===== config.mk =====
export PLATFORM = sky130hd
export DESIGN_NAME = ising_l1_axi_loader
export DESIGN_NICKNAME = d
export VERILOG_FILES = /design/src/rtl/ising_loader_pkg.sv /design/src/rtl/ising_l1_axi_loader.sv
export SDC_FILE = /design/constraint.sdc
export NUM_CORES = 1
export LEC_CHECK = 0
export CAP_MARGIN = 20
export CORE_AREA = 2 2 186 188
export CTS_CLUSTER_DIAMETER = 60
export DETAILED_ROUTE_END_ITERATION = 6
export DIE_AREA = 0 0 188 190
export GPL_ROUTABILITY_DRIVEN = 0
export HOLD_SLACK_MARGIN = 0.05
export PLACE_DENSITY_LB_ADDON = 0.25
export RECOVER_POWER = 25
export SYNTH_ARGS = -nofsm -noshare
export SYNTH_HDL_FRONTEND = slang
export SYNTH_SLANG_ARGS = --single-unit
export TNS_END_PERCENT = 100

===== constraint.sdc =====
create_clock -name clk_i -period 11.4 [get_ports clk_i]
set_input_delay 1.71 -clock clk_i [delete_from_list [all_inputs] [get_ports clk_i]]
set_output_delay 1.71 -clock clk_i [all_outputs]
set_load 0.01 [all_outputs]

===== src/rtl/ising_loader_pkg.sv =====
// Shared types for the Ising L1 AXI loader: FSM states, AXI4 channel structs, burst sizing helper.
// Pure declarations; no timing or backpressure of its own.
package ising_loader_pkg;

    typedef enum logic [1:0] {
        IDLE,
        AR,
        RD,
        DONE
    } loader_state_e;

    localparam int unsigned PageBytes    = 4096;
    localparam int unsigned AxiAddrWidth = 48;
    localparam int unsigned AxiDataWidth = 64;
    localparam int unsigned AxiIdWidth   = 2;

    typedef struct packed {
        logic [AxiIdWidth-1:0]   id;
        logic [AxiAddrWidth-1:0] addr;
        logic [7:0]              len;
        logic [2:0]              size;
        logic [1:0]              burst;
        logic                    lock;
        logic [3:0]              cache;
        logic [2:0]              prot;
        logic [3:0]              qos;
        logic [3:0]              region;
    } axi_ax_t;

    typedef struct packed {
        logic [AxiDataWidth-1:0]   data;
        logic [AxiDataWidth/8-1:0] strb;
        logic                      last;
    } axi_w_t;

    typedef struct packed {
        logic [AxiIdWidth-1:0] id;
        logic [1:0]            resp;
    } axi_b_t;

    typedef struct packed {
        logic [AxiIdWidth-1:0]   id;
        logic [AxiDataWidth-1:0] data;
        logic [1:0]              resp;
        logic                    last;
    } axi_r_t;

    typedef struct packed {
        axi_ax_t aw;
        logic    aw_valid;
        axi_w_t  w;
        logic    w_valid;
        logic    b_ready;
        axi_ax_t ar;
        logic    ar_valid;
        logic    r_ready;
    } axi_req_t;

    typedef struct packed {
        logic   aw_ready;
        logic   ar_ready;
        logic   w_ready;
        logic   b_valid;
        axi_b_t b;
        logic   r_valid;
        axi_r_t r;
    } axi_rsp_t;

    // Beats in the next burst: capped by max length, words left, and the distance to the 4 KiB page end.
    function automatic int unsigned burst_beats(input logic [11:0]  page_off,
                                                input int unsigned remaining,
                                                input int unsigned max_len,
                                                input int unsigned beat_bytes);
        int unsigned to_page;
        int unsigned beats;
        to_page = (PageBytes - 32'(page_off)) / beat_bytes;
        beats   = max_len;
        if (remaining < beats) beats = remaining;
        if (to_page < beats)   beats = to_page;
        return beats;
    endfunction

endpackage


===== src/rtl/ising_l1_axi_loader.sv =====
// AXI4 read-burst initiator copying a contiguous block into Ising L1; one burst in flight, R beats pass straight to L1.
// Latency: AR one cycle after start; R->L1 combinational, 1 beat/cycle; L1 grant backpressures R via r_ready.
module ising_l1_axi_loader
    import ising_loader_pkg::*;
#(
    parameter int unsigned AddrWidth    = 48,
    parameter int unsigned DataWidth    = 64,
    parameter int unsigned IdWidth      = 2,
    parameter int unsigned MemAddrWidth = 16,
    parameter int unsigned MaxBurstLen  = 16,
    parameter type         axi_req_t    = ising_loader_pkg::axi_req_t,
    parameter type         axi_rsp_t    = ising_loader_pkg::axi_rsp_t
) (
    input  logic                    clk_i,
    input  logic                    rst_ni,
    input  logic                    start_i,
    input  logic [AddrWidth-1:0]    src_addr_i,
    input  logic [MemAddrWidth-1:0] dst_addr_i,
    input  logic [MemAddrWidth-1:0] num_beats_i,
    output logic                    busy_o,
    output logic                    done_o,
    output logic                    err_o,
    output axi_req_t                axi_m_req_o,
    input  axi_rsp_t                axi_m_rsp_i,
    output logic                    mem_req_o,
    output logic [MemAddrWidth-1:0] mem_addr_o,
    output logic [DataWidth-1:0]    mem_wdata_o,
    output logic                    mem_we_o,
    input  logic                    mem_gnt_i
);

    localparam int unsigned BeatBytes = DataWidth / 8;
    localparam int unsigned BeatShift = $clog2(BeatBytes);

    loader_state_e           r_state;
    logic [AddrWidth-1:0]    r_src;
    logic [MemAddrWidth-1:0] r_dst;
    logic [MemAddrWidth-1:0] r_rem;
    logic [7:0]              r_ar_len;
    logic [7:0]              r_beat_cnt;
    logic                    r_ar_valid;
    logic                    r_busy;
    logic                    r_done;
    logic                    r_err;

    logic [AddrWidth-1:0]    w_src_aligned;
    logic [AddrWidth-1:0]    w_src_next;
    logic [MemAddrWidth-1:0] w_rem_next;
    logic                    w_rd_hs;
    int unsigned             w_beats_new;
    int unsigned             w_beats_cont;
    logic                    w_unused;

    assign w_src_aligned = {src_addr_i[AddrWidth-1:BeatShift], BeatShift'(0)};
    assign w_src_next    = r_src + AddrWidth'(BeatBytes);
    assign w_rem_next    = r_rem - MemAddrWidth'(1);
    assign w_rd_hs       = (r_state == RD) & axi_m_rsp_i.r_valid & mem_gnt_i;
    assign w_beats_new   = burst_beats(w_src_aligned[11:0], 32'(num_beats_i), MaxBurstLen, BeatBytes);
    assign w_beats_cont  = burst_beats(w_src_next[11:0], 32'(w_rem_next), MaxBurstLen, BeatBytes);

    always_ff @(posedge clk_i) begin
        if (!rst_ni) begin
            r_state    <= IDLE;
            r_src      <= '0;
            r_dst      <= '0;
            r_rem      <= '0;
            r_ar_len   <= '0;
            r_beat_cnt <= '0;
            r_ar_valid <= 1'b0;
            r_busy     <= 1'b0;
            r_done     <= 1'b0;
            r_err      <= 1'b0;
        end else begin
            r_done <= 1'b0;
            case (r_state)
                IDLE: begin
                    if (start_i) begin
                        r_err  <= 1'b0;
                        r_busy <= 1'b1;
                        r_src  <= w_src_aligned;
                        r_dst  <= dst_addr_i;
                        r_rem  <= num_beats_i;
                        if (num_beats_i != '0) begin
                            r_ar_len   <= 8'(w_beats_new - 1);
                            r_ar_valid <= 1'b1;
                            r_state    <= AR;
                        end else begin
                            r_done  <= 1'b1;
                            r_state <= DONE;
                        end
                    end
                end
                AR: begin
                    if (axi_m_rsp_i.ar_ready) begin
                        r_ar_valid <= 1'b0;
                        r_beat_cnt <= '0;
                        r_state    <= RD;
                    end
                end
                RD: begin
                    if (w_rd_hs) begin
                        r_src      <= w_src_next;
                        r_dst      <= r_dst + MemAddrWidth'(1);
                        r_rem      <= w_rem_next;
                        r_beat_cnt <= r_beat_cnt + 8'd1;
                        if (axi_m_rsp_i.r.resp[1]) r_err <= 1'b1;
                        if (axi_m_rsp_i.r.last) begin
                            if (w_rem_next == '0) begin
                                r_done  <= 1'b1;
                                r_state <= DONE;
                            end else begin
                                // r_src already points at the next burst start
                                r_ar_len   <= 8'(w_beats_cont - 1);
                                r_ar_valid <= 1'b1;
                                r_state    <= AR;
                            end
                        end
                    end
                end
                DONE: begin
                    r_busy  <= 1'b0;
                    r_state <= IDLE;
                end
                default: r_state <= IDLE;
            endcase
        end
    end

    always_comb begin
        axi_m_req_o          = '0;
        axi_m_req_o.b_ready  = 1'b1;
        axi_m_req_o.ar.id    = IdWidth'(0);
        axi_m_req_o.ar.addr  = r_src;
        axi_m_req_o.ar.len   = r_ar_len;
        axi_m_req_o.ar.size  = 3'(BeatShift);
        axi_m_req_o.ar.burst = 2'b01;
        axi_m_req_o.ar_valid = r_ar_valid;
        axi_m_req_o.r_ready  = (r_state == RD) & mem_gnt_i;
    end

    assign busy_o      = r_busy;
    assign done_o      = r_done;
    assign err_o       = r_err;
    assign mem_req_o   = (r_state == RD) & axi_m_rsp_i.r_valid;
    assign mem_addr_o  = r_dst;
    assign mem_wdata_o = axi_m_rsp_i.r.data;
    assign mem_we_o    = 1'b1;

    assign w_unused = ^{axi_m_rsp_i.aw_ready, axi_m_rsp_i.w_ready, axi_m_rsp_i.b_valid,
                        axi_m_rsp_i.b, axi_m_rsp_i.r.id, axi_m_rsp_i.r.resp[0]};

    a_r_only_in_rd: assert property (@(posedge clk_i) disable iff (!rst_ni)
        axi_m_rsp_i.r_valid |-> (r_state == RD));
    a_last_on_final: assert property (@(posedge clk_i) disable iff (!rst_ni)
        w_rd_hs |-> (axi_m_rsp_i.r.last == (r_beat_cnt == r_ar_len)));

endmodule

Word level (Yosys, flattened, before mapping)
Cells that the tools add are included.
- reductions and logical operators: 12
- add/subtract/negate cells: 7
- mux-type cells: 45
- equality and inequality tests: 10
- bitwise gates (word level): 3
- $lt $le $gt $ge: 4
- operator list (operator ; number):
    16-bit two-way mux ; 6
    48-bit two-way mux ; 2
    48-bit case mux with 2 select lines ; 1
    16-bit case mux with 2 select lines ; 2
    29-bit by 16-bit less-than comparator with 1-bit output ; 2
    8-bit two-way mux ; 7
    48-bit by 4-bit adder with 48-bit output, second input constant ; 1
    16-bit by 5-bit less-than comparator with 1-bit output, second input constant ; 2
    13-bit by 12-bit subtractor with 14-bit output, first input constant ; 2
    16-bit by 1-bit adder with 16-bit output, second input constant ; 1
    16-bit zero test ; 1
    8-bit case mux with 2 select lines ; 1
    16-bit nonzero test ; 1
    16-bit by 1-bit subtractor with 16-bit output, second input constant ; 1
    8-bit by 1-bit subtractor with 8-bit output, second input constant ; 2
    1-bit two-way mux ; 15
    2-bit inequality test, second input constant ; 7
    2-bit two-way mux ; 6
    2-bit case mux with 4 select lines ; 1
    4-bit AND reduction ; 2
    7-bit AND reduction ; 1
    1-bit case mux with 2 select lines ; 3
    6-bit AND reduction ; 1
    2-bit equality test, second input constant ; 2
    8 further kinds ; 11
- logic and storage cells: 90
- bits in registers: 94

Depth between registers and ports, before layout
- depth in word-level cells: 10
- gate-level depth with buffers: 24
- gate-level depth less buffers: 23

Least setup slack after synthesis
OpenSTA, ideal clock, no wires.
- path type: input port to flip-flop
- from: input num_beats_i[10]
- to: register r_ar_len[6]
- stages: 18
- arrival time: 5.337 ns
- path buffers: 1
- data required time: 11.261 ns
- path slack: 5.923 ns
- path through: or4_1 > nor3_1 > nand2_1 > ha_1 > nand2_1 > nor4_1 > a221oi_4 > and2_1 > buf_4 > a21oi_1 > o21ai_0 > nor2_1 > ha_1 > inv_1 > a2111oi_0 > nand4_1 > nand4_1 > o221ai_1
- cells in the longest elaborated chain, start to end: 8
- elaborated cells on any way between the ends: 11
- classes of those cells: 1 x add/sub; 2 x order compare; 1 x eq/ne; 5 x mux; 2 x reduce/logical
- ends and longest elaborated chain (item ; RTL line ; source):
    start: declaration ; ising_l1_axi_loader.sv:19 ; input logic [MemAddrWidth-1:0] num_beats_i,
    16-bit by 5-bit less-than comparator with 1-bit output ; ising_loader_pkg.sv:78 ; if (remaining < beats) beats = remaining;
    16-bit two-way mux ; ising_loader_pkg.sv:78 ;
    29-bit by 16-bit less-than comparator with 1-bit output ; ising_loader_pkg.sv:79 ; if (to_page < beats) beats = to_page;
    8-bit two-way mux ; ising_loader_pkg.sv:79 ;
    8-bit by 1-bit subtractor with 8-bit output ; ising_l1_axi_loader.sv:84 ; r_ar_len <= 8'(w_beats_new - 1);
    8-bit two-way mux ; ising_l1_axi_loader.sv:83 ; if (num_beats_i != '0) begin
    8-bit two-way mux ; ising_l1_axi_loader.sv:77 ; if (start_i) begin
    8-bit case mux with 2 select lines ; ising_l1_axi_loader.sv:75 ; case (r_state)
    end signal: assignment ; ising_l1_axi_loader.sv:84 ;
    end signal: assignment ; ising_l1_axi_loader.sv:113 ; r_ar_len <= 8'(w_beats_cont - 1);
    end: declaration ; ising_l1_axi_loader.sv:39 ; logic [7:0] r_ar_len;
Several ways; a longest one is shown, not always the timed one. The select of a mux whose other input is x is not followed.
A chain may end at the register's enable or synchronous reset.

Worst setup path after layout
- from: input src_addr_i[6]
- to: register r_ar_len[6]
- cells in the longest elaborated chain, start to end: 7
- ends and longest elaborated chain (item ; RTL line ; source):
    start: declaration ; ising_l1_axi_loader.sv:17 ; input logic [AddrWidth-1:0] src_addr_i,
    13-bit by 12-bit subtractor with 14-bit output * ; ising_loader_pkg.sv:76 ; to_page = (PageBytes - 32'(page_off)) / beat_bytes;
    29-bit by 16-bit less-than comparator with 1-bit output ; ising_loader_pkg.sv:79 ;
    8-bit two-way mux * ; ising_loader_pkg.sv:79 ;
    8-bit by 1-bit subtractor with 8-bit output * ; ising_l1_axi_loader.sv:84 ;
    8-bit two-way mux * ; ising_l1_axi_loader.sv:83 ;
    8-bit two-way mux * ; ising_l1_axi_loader.sv:77 ;
    8-bit case mux with 2 select lines * ; ising_l1_axi_loader.sv:75 ;
Mark *: on every way between the ends. The rest lies on a longest branch, timed or not. The select of a mux whose other input is x is not followed.

==> reports/metrics.yaml <==
clock_tree:
  htree_levels: 3
  clk_pin_slew_ps: 80
  cts_resized: 0
  cts_inserted_buffers: 9
  tritoncts: "built"
  cts_setup_buffers: 0
  cts.path.max_buffers: 2
  clk_latency_ps: 360
  cts_hold_buf: 0
  cts-root-buf: "clkbuf_16"
  clock-sinks: 91
routing:
  drt_iter0_drc: 422
  firstDrtPassIters: 4
  vias: 7845
  drtAntennaViolNets: 0
  vias_per_cell: 4.62
  wl_per_cell_um: 15.7
  drcViolationCount: 0
  wl_um: 26600
power:
  vdd_ir_drop_max_mv: 0.0542
  p_per_area_nw_per_um2: 121
  leakage_nw: 3.72
timing:
  fin_tns_setup_ps: 0
  maxSlewViolCount: 40
  skew_ps: 14.2
  rsz0062_at_grt: "false"
  hold_viol_final: 0
  clock.fmax_mhz: 165
  holdWs_ps: 470
  worstMarginPinSlew_ps: 1850
  max_slew_margin_pct: -23.5
  fin_crit_ps: 6040
  fin_crit_sh_pct: 53.0
  setup_viol: 0
cells_and_area:
  regArea_um2: 1820
  fillers: 3774
  multi_input_area_um2: 5150
  area_growth_pct: 13.5
  final_common_cell: "conb_1"
  most-common-layout-cells: "conb_1 (192), a21oi_1 (115), clkdlybuf4s50_1 (103)"
  final_layout_size_suffix_gt1_share_pct: 3.62
  nNetsFinal: 1424
  post-route-util_pct: 28.2
  diodes: 0
synthesis:
  yosys_register_bits: 91
  yosysWarnings: 0
  ys.flop_type: "dfxtp_1"
  yosysSeqAreaShare_pct: 21.6
  synthesis.area_um2: 8450
  synthArstFlopShare_pct: 0
  synth.distinct_cells: 68
  synth-edff-count: 0
  synthCells: 1189
  avgSynthCellArea_um2: 7.11
floorplanning:
  fp.dieArea_um2: 35700
  ios: 483
  die_w_um: 188
  fp-row-count: 68
  core_um2: 33900
  die_y_um: 190
  initial_core_util_pct: 24.9
min_path:
  min_path_type: "flop to flop"
  hp-start: "r_ar_len[7]"
placement:
  numPortBuffers: 159
  dpl.hpwl_um: 19200
critical_path:
  r2r_start: "r_rem[0]"
  setup.worst_path.start: "src_addr_i[6]"
  end_kind: "flop"
  cp.required_ps: 11640
  critPathMaxFanout: 6
  start_kind: "primary input"
  worstSetupPathType: "primary input to flop"
  critical_path_arrival_ps: 6280
flow_run:
  max_cap_viol_count: 1
grt:
  grt-ovfl-total: 0
  antenna_found_initial: 0
  grt_usage_pct: 14.4
  grt_pass1_wl_um: 40800
  grt_max_degree: 77
  grt_pass1_vias: 7294
status:
  outcome: "finished, violations left"
  violations: "capacitance limit, slew limit"
## cells in the mapped netlist (all sizes together) (2+ instances only)
cell type	number	share of area, %
a211oi	28	2.5
a21o	5	0.44
a21oi	116	6.9
a221o	2	0.24
a221oi	2	0.41
a22o	3	0.31
a22oi	17	1.6
a2bb2oi	3	0.31
a311oi	3	0.31
a31oi	5	0.37
and2	11	0.81
and3	16	1.2
and4	3	0.31
buf	255	22
clkbuf	67	3.0
conb	2	0.089
dfxtp	91	22
ha	25	3.7
inv	20	0.89
mux2i	3	0.36
nand2	99	4.4
nand2b	6	0.44
nand3	41	2.4
nand3b	2	0.18
nand4	21	1.6
nor2	99	4.4
nor2b	5	0.37
nor3	25	1.5
nor3b	3	0.33
nor4	15	1.2
o2111ai	2	0.21
o21a	4	0.36
o21ai	85	5.0
o221a	3	0.40
o22ai	20	1.5
o31a	2	0.21
o31ai	9	0.80
o41ai	5	0.61
or2	2	0.15
or3	13	0.96
or4	7	0.71
xnor2	23	2.4
xor2	5	0.52
## path summary, 6_finish.rpt
check	end	slack [ps]	depth (start not counted)
max	r_ar_len[6]	5360	18
min	r_ar_len[7]	470	2
max reg2reg	r_ar_len[6]	5910	19
min reg2reg	r_ar_len[7]	470	2
## registers in the layout (all words and copies together) (netlist names)
| name | cells |
|---|---|
| busy_o | 1 |
| done_o | 1 |
| err_o | 1 |
| mem_addr_o | 16 |
| r_ar_len | 8 |
| r_ar_valid | 1 |
| r_rem | 16 |
| r_src | 45 |
| r_state | 2 |
## layer usage
metal | share of wire, % | wire length [µm] | GRT usage [%] | up-vias
met5 | 0 | 0 | 0 | -
met4 | 2.5 | 662 | 4.85 | 0
met3 | 6.7 | 1780 | 3.49 | 41
met2 | 48 | 12800 | 24.8 | 285
met1 | 43 | 11400 | 17.4 | 3663
li1 | - | - | - | 3856
## critical path, stage by stage
cell	delay, ps
clkdlybuf4s50_1	510
or3_1	420
or2_2	310
nor4_1	230
xnor2_1	220
ha_1	280
nand2_1	100
o21ai_0	160
a221oi_4	410
and2_1	290
o21ai_0	140
a22oi_2	280
ha_1	230
inv_1	40
a2111oi_0	480
nand4_1	200
nand4_1	140
o221ai_1	110
## cell families (layout without fill, tap and decap cells)
| kind of cell | after synthesis | count (layout) | synth area share, % |
|---|---|---|---|
| flip-flops | 91 | 91 | 21.6 |
| multiplexers | 3 | 3 | 0.355 |
| buffers and inverters | 342 | 205 | 26.3 |
| AO/OA/AOI/OAI | 326 | 326 | 23.7 |
| adder cells (fa/ha/maj) | 25 | 25 | 3.70 |
| other | 2 | 192 | 0.0889 |
| XOR/XNOR | 28 | 28 | 2.90 |
| AND/OR/NAND/NOR | 372 | 372 | 21.4 |
## power by group
| part | switching (mW) | internal, mW | total, mW |
|---|---|---|---|
| sequential | 0.0520 | 0.356 | 0.408 |
| clock | 0.157 | 0.175 | 0.332 |
| combinational | 0.247 | 0.173 | 0.420 |
| total | 0.456 | 0.704 | 1.16 |
## per-stage QoR
step                instances  setup WS [ps]  total power, mW  area [µm²]
floorplan                1379           5920            0.743        9160
global placement         1681           4940            0.842        9280
detailed placement       1681           4920            0.844        9280
CTS                      1697           5300             1.18        9590
global route             1697           4760             1.24        9590
finish                   1697           5360             1.16        9590
## final cells by class
| class | count | share of cell area (%) |
|---|---|---|
| multi-input combinational | 946 | 53.7 |
| clock buffer | 9 | 2.35 |
| inverter | 20 | 0.783 |
| clock inverter | 7 | 0.887 |
| tap | 455 | 5.94 |
| sequential | 91 | 19.0 |
| timing repair buffer | 169 | 17.3 |
Power figures use the tool's default switching activity.
